[config.mk]
export PLATFORM = sky130hd
export DESIGN_NAME = localbus_arbiter
export DESIGN_NICKNAME = d
export VERILOG_FILES = /design/src/rtl/localbus_arbiter.sv
export SDC_FILE = /design/constraint.sdc
export NUM_CORES = 1
export LEC_CHECK = 0
export CAP_MARGIN = 20
export CORE_AREA = 2 2 120 122
export CTS_BUF_LIST = sky130_fd_sc_hd__clkbuf_2
export CTS_CLUSTER_SIZE = 28
export DETAILED_ROUTE_END_ITERATION = 8
export DIE_AREA = 0 0 122 124
export SLEW_MARGIN = 20
export SYNTH_ARGS = -nofsm -noshare
export SYNTH_HDL_FRONTEND = slang
export SYNTH_SLANG_ARGS = --single-unit
[constraint.sdc]
create_clock -name clk -period 2.94 [get_ports clk]
set_clock_uncertainty 0.1 [all_clocks]
set_input_delay 0.441 -clock clk [delete_from_list [all_inputs] [get_ports clk]]
set_output_delay 0.441 -clock clk [all_outputs]
set_load 0.05 [all_outputs]
[src/rtl/localbus_arbiter.sv]
// Two-master localbus arbiter: round-robin with bounded bus locking and
// one-cycle-latency read-data return routed back to the issuing master.
module localbus_arbiter #(
  parameter int XLEN     = 32,
  parameter int MAX_LOCK = 4
) (
  input  logic            clk,
  input  logic            rst_n,
  input  logic            m0_req,
  input  logic            m1_req,
  input  logic            m0_lock,
  input  logic            m1_lock,
  input  logic [XLEN-1:0] m0_addr,
  input  logic [XLEN-1:0] m1_addr,
  input  logic [XLEN-1:0] m0_wdata,
  input  logic [XLEN-1:0] m1_wdata,
  input  logic [2:0]      m0_we,
  input  logic [2:0]      m1_we,
  output logic            m0_gnt,
  output logic            m1_gnt,
  output logic            m0_rvalid,
  output logic            m1_rvalid,
  output logic [XLEN-1:0] m0_rdata,
  output logic [XLEN-1:0] m1_rdata,
  output logic [XLEN-1:0] bus_addr,
  output logic [XLEN-1:0] bus_wdata,
  output logic [2:0]      bus_we,
  input  logic [XLEN-1:0] bus_rdata
);

  // state | meaning
  // IDLE  | no master was granted in the previous cycle
  // OWN0  | m0 was granted in the previous cycle
  // OWN1  | m1 was granted in the previous cycle
  typedef enum logic [1:0] {
    IDLE = 2'd0,
    OWN0 = 2'd1,
    OWN1 = 2'd2
  } state_t;

  localparam logic [3:0] MAX_CNT = 4'(MAX_LOCK);

  state_t     state_q, state_d;
  logic       last_gnt_q, last_gnt_d;
  logic       lock_q, lock_d;
  logic [3:0] lock_cnt_q, lock_cnt_d;
  logic       rd_pend_q, rd_pend_d;
  logic       rd_owner_q, rd_owner_d;

  logic own_is_m1;
  logic own_req;
  logic other_req;
  logic lock_act;

  always_comb begin
    own_is_m1 = (state_q == OWN1);
    own_req   = own_is_m1 ? m1_req : m0_req;
    other_req = own_is_m1 ? m0_req : m1_req;
    lock_act  = (state_q != IDLE) && lock_q && own_req && (lock_cnt_q < MAX_CNT);

    // Grants are forced low while reset is asserted, even though they are combinational.
    m0_gnt = 1'b0;
    m1_gnt = 1'b0;
    if (rst_n) begin
      if (lock_act) begin
        m0_gnt = !own_is_m1;
        m1_gnt = own_is_m1;
      end else if (m0_req && m1_req) begin
        m0_gnt = last_gnt_q;
        m1_gnt = !last_gnt_q;
      end else begin
        m0_gnt = m0_req;
        m1_gnt = m1_req;
      end
    end

    bus_addr  = '0;
    bus_wdata = '0;
    bus_we    = 3'b000;
    if (m0_gnt) begin
      bus_addr  = m0_addr;
      bus_wdata = m0_wdata;
      bus_we    = m0_we;
    end else if (m1_gnt) begin
      bus_addr  = m1_addr;
      bus_wdata = m1_wdata;
      bus_we    = m1_we;
    end
  end

  always_comb begin
    state_d    = IDLE;
    lock_d     = 1'b0;
    last_gnt_d = last_gnt_q;
    lock_cnt_d = 4'd0;
    rd_pend_d  = 1'b0;
    rd_owner_d = rd_owner_q;

    if (m0_gnt) begin
      state_d    = OWN0;
      lock_d     = m0_lock;
      last_gnt_d = 1'b0;
      rd_pend_d  = (m0_we == 3'b000);
      rd_owner_d = 1'b0;
    end else if (m1_gnt) begin
      state_d    = OWN1;
      lock_d     = m1_lock;
      last_gnt_d = 1'b1;
      rd_pend_d  = (m1_we == 3'b000);
      rd_owner_d = 1'b1;
    end

    // lock_act already guarantees lock_cnt_q < MAX_CNT, so the increment saturates at MAX_CNT.
    if ((m0_gnt || m1_gnt) && lock_act && other_req) begin
      lock_cnt_d = lock_cnt_q + 4'd1;
    end
  end

  always_ff @(posedge clk or negedge rst_n) begin
    if (!rst_n) begin
      state_q    <= IDLE;
      lock_q     <= 1'b0;
      last_gnt_q <= 1'b1;
      lock_cnt_q <= 4'd0;
      rd_pend_q  <= 1'b0;
      rd_owner_q <= 1'b0;
    end else begin
      state_q    <= state_d;
      lock_q     <= lock_d;
      last_gnt_q <= last_gnt_d;
      lock_cnt_q <= lock_cnt_d;
      rd_pend_q  <= rd_pend_d;
      rd_owner_q <= rd_owner_d;
    end
  end

  assign m0_rvalid = rd_pend_q && !rd_owner_q;
  assign m1_rvalid = rd_pend_q && rd_owner_q;
  assign m0_rdata  = bus_rdata;
  assign m1_rdata  = bus_rdata;

endmodule

==> summary.md <==
| Metric | Value |
|---|---|
| Antenna violations before repair | `0` |
| Critical Path, Cell by Cell | `or3b_4 -> or4b_4 -> a31oi_4 -> buf_12 -> buf_4 -> buf_16 -> a22o_1 -> buf_12` |
| Area leader, netlist | `a22o_1` |
| Port Buffers | `210` |
| Switching power | `0.000609 W` |
| Die area | `15,100 um2` |
| DRT iter0 DRCs | `53` |
| Slew Limit Fails | `0` |
| Syn Area/Cell | `8.79 um2` |
| Syn Nets | `363` |
| Aggregate global-route resource usage | `0.116` |
| Std-Cell Rows | `43` |
| Vias | `2,165` |
| Hold/Removal Path Class | `in2async` |
| Cells after Synth | `190` |
| CP startpoint kind | `flip-flop` |
| Final Cycle Share | `1.04` |
| F_max | `326 MHz` |
| Reg clk slew, reported paths | `110 ps` |
| NumNets Final | `525` |
| P_leak | `2.13 nW` |
| Antenna cells | `0` |
| Number of non-filler instances in the completed layout | `531` |
| Final Power | `0.00147 W` |
| # Max-Cap Violations | `0` |
| Slew @ Worst Pin | `524 ps` |
| CTS tree | `built` |
| Clock Path Buffers | `2` |
| Hold_ws | `138 ps` |
| Chip Height | `124 um` |
| Cells after DPL | `510` |
| Outcome | `finished, violations left` |
| Gr ovfl total | `0` |
| DR vias/cell | `4.08` |
| Largest net degree at the start of global routing | `40` |
| Post-synth top cells | `69 x a22o_1, 64 x buf_4, 9 x dfrtp_1` |
| Seq cells post-synth | `10` |
| Cell Area, Synth | `1670 um2` |
| Final number of setup-violating endpoints | `68` |
| Final WS setup | `-132 ps` |
| Detailed-route wire length | `10,100 um` |
| Most frequent cell after synthesis | `a22o_1` |
| Number of global-route vias before repair | `2,370` |
| TritonRoute pass-1 iters | `4` |
| Critical path capture point type | `primary output` |
| Area delta synth->final | `205%` |
| EDFF count, synth | `0` |
| Sequential area share after synthesis | `0.151` |
| Yosys cell types | `26` |
| Routed Antenna Nets | `0` |
| Minimum clock period | `3070 ps` |
| Synth warn | `0` |
| Ports | `307` |
| Mean routed wirelength per cell | `19.0 um` |
| Post-synthesis async set-or-reset flop share | `1.00` |
| CTS Root Cell | `clkbuf_2` |
| First-pass GRT wire length | `13,400 um` |
| Max_slew headroom | `0.650` |
| Net Sw Frac | `0.415` |
| Clock group share of total power | `0.053` |
| Final hold violation count | `0` |
| Inserted Clock Buffers | `3` |
| CORE AREA | `13,700 um2` |
| Share of layout cells above drive strength 1 | `0.470` |
| Pwr/cell area | `288 nW/um2` |
| Crit Path Class | `reg2out` |
| H-tree depth | `1` |
| Ys flop type | `dfrtp_1` |
| Cell family with most CP delay | `simple AND/OR/NAND/NOR gates` |
| Maximum fanout along the worst path | `10` |
| Worst Path Arrival | `2530 ps` |
| Worst-Skew Late Latency | `250 ps` |
| Flop pwr share | `0.108` |
| Post-synth top area share | `0.362` |
| CP Buf/Inv Count | `4` |
| Crit-path slowest cell | `or4b_4` |
| CTS sink cnt | `10` |
| Int Power | `0.000859 W` |
| Peak supply drop | `119 uV` |
| RSZ-0062 raised after global routing | `true` |
| DRC Markers | `0` |
| Routability cong. | `0.702` |
| HPWL Detailed | `7150 um` |
| Chip width | `122 um` |
| Logic pwr share | `0.839` |
| CP max stage delay | `530 ps` |
| Failing checks | `setup timing` |
| Critical Path RT | `2400 ps` |
| Largest cells by area after synthesis | `a22o_1 36%, buf_4 29%, dfrtp_1 13%` |
| Initial Util | `0.122` |
| Most used cell, CP | `buf_12` |
==> cell type report <==
| class | count | area (um2) |
|---|---|---|
| clock buffers | 3 | 15.0 |
| well taps | 180 | 225 |
| multi-input cells | 101 | 1360 |
| fillers | 1350 | 8630 |
| flip-flops and latches | 10 | 251 |
| repair buffers | 236 | 3230 |
| clock inverters | 1 | 3.75 |
==> per-stage QoR <==
| stage | utilization | worst slack [ps] | setup TNS, ps | area [um2] |
|---|---|---|---|---|
| floorplan | - | 125 | 0 | 1680 |
| finish | 0.371 | -132 | -5780 | 5090 |
| detailed placement | 0.308 | -309 | -13650 | 4220 |
| global placement | 0.308 | -288 | -13690 | 4220 |
| CTS | 0.355 | -143 | -6920 | 4870 |
| global route | 0.371 | -219 | -11860 | 5090 |
==> cell families after synthesis <==
kind of cell	after synthesis	share of synthesized area
fa+ha+maj	1	0.00749
compound gates	76	0.397
simple gates	23	0.0802
flops	10	0.151
buf+inv	79	0.363
other cells	1	0.00225
==> cell usage in the layout (no fill, tap or decap), types with 2 or more instances in the layout <==
cell type / Yosys / routed
a22o_4: 0 / 61
buf_16: 0 / 8
nor2_1: 8 / 8
buf_4: 64 / 11
clkbuf_2: 0 / 3
nor3_1: 2 / 2
and2_1: 2 / 2
nand2_1: 3 / 3
nor2b_1: 2 / 2
clkdlybuf4s50_1: 0 / 140
buf_12: 0 / 74
a22o_1: 69 / 7
dfrtp_1: 9 / 9
==> metal layers <==
layer | up-vias | global-route usage | share of wire
met5 | - | 0 | 0
met4 | 0 | 0.0424 | 0.031
met3 | 34 | 0.0284 | 0.087
met2 | 129 | 0.225 | 0.55
met1 | 1014 | 0.120 | 0.33
li1 | 988 | - | -
==> flip-flops by register name, indices dropped and copies added (netlist names) <==
register    flops
rd_pend_q       1
rd_owner_q      1
lock_cnt_q      4
last_gnt_q      1
lock_q          1
state_q         2
==> path summary, 6_finish.rpt <==
| check | endpoint | from | slack [ps] | depth (start not counted) |
|---|---|---|---|---|
| worst max-delay path | bus_addr[1] | lock_cnt_q[3]$_DFF_PN0_ | -130 | 8 |
| worst min-delay path | lock_cnt_q[2]$_DFF_PN0_ | rst_n | 140 | 2 |
| worst max register to register | rd_pend_q$_DFF_PN0_ | lock_cnt_q[3]$_DFF_PN0_ | 590 | 8 |
| worst min register to register | lock_cnt_q[0]$_DFF_PN0_ | lock_cnt_q[0]$_DFF_PN0_ | 350 | 1 |
| max in group asynchronous | last_gnt_q$_DFFE_PN1N_ | rst_n | 2370 | 2 |
| min in group clk | lock_cnt_q[0]$_DFF_PN0_ | lock_cnt_q[0]$_DFF_PN0_ | 350 | 1 |
==> power by group through the flow <==
stage	clock [W]	sequential (W)	combinational [W]
finish	0.0000776	0.000158	0.00123
global route	0.0000864	0.000160	0.00128
CTS	0.0000798	0.000158	0.00119
detailed placement	0	0.000160	0.00104
global placement	0	0.000159	0.00103
floorplan	0	0.000157	0.000678
==> what timing repair did <==
action                     CTS  global route
hold buffers                 0             0
pin swaps                   11             9
setup buffers               10             1
resized for setup           49            25
cloned                       7             1
setup endpoints to repair   68            69
Note: power is estimated with default switching activity, not from simulation.
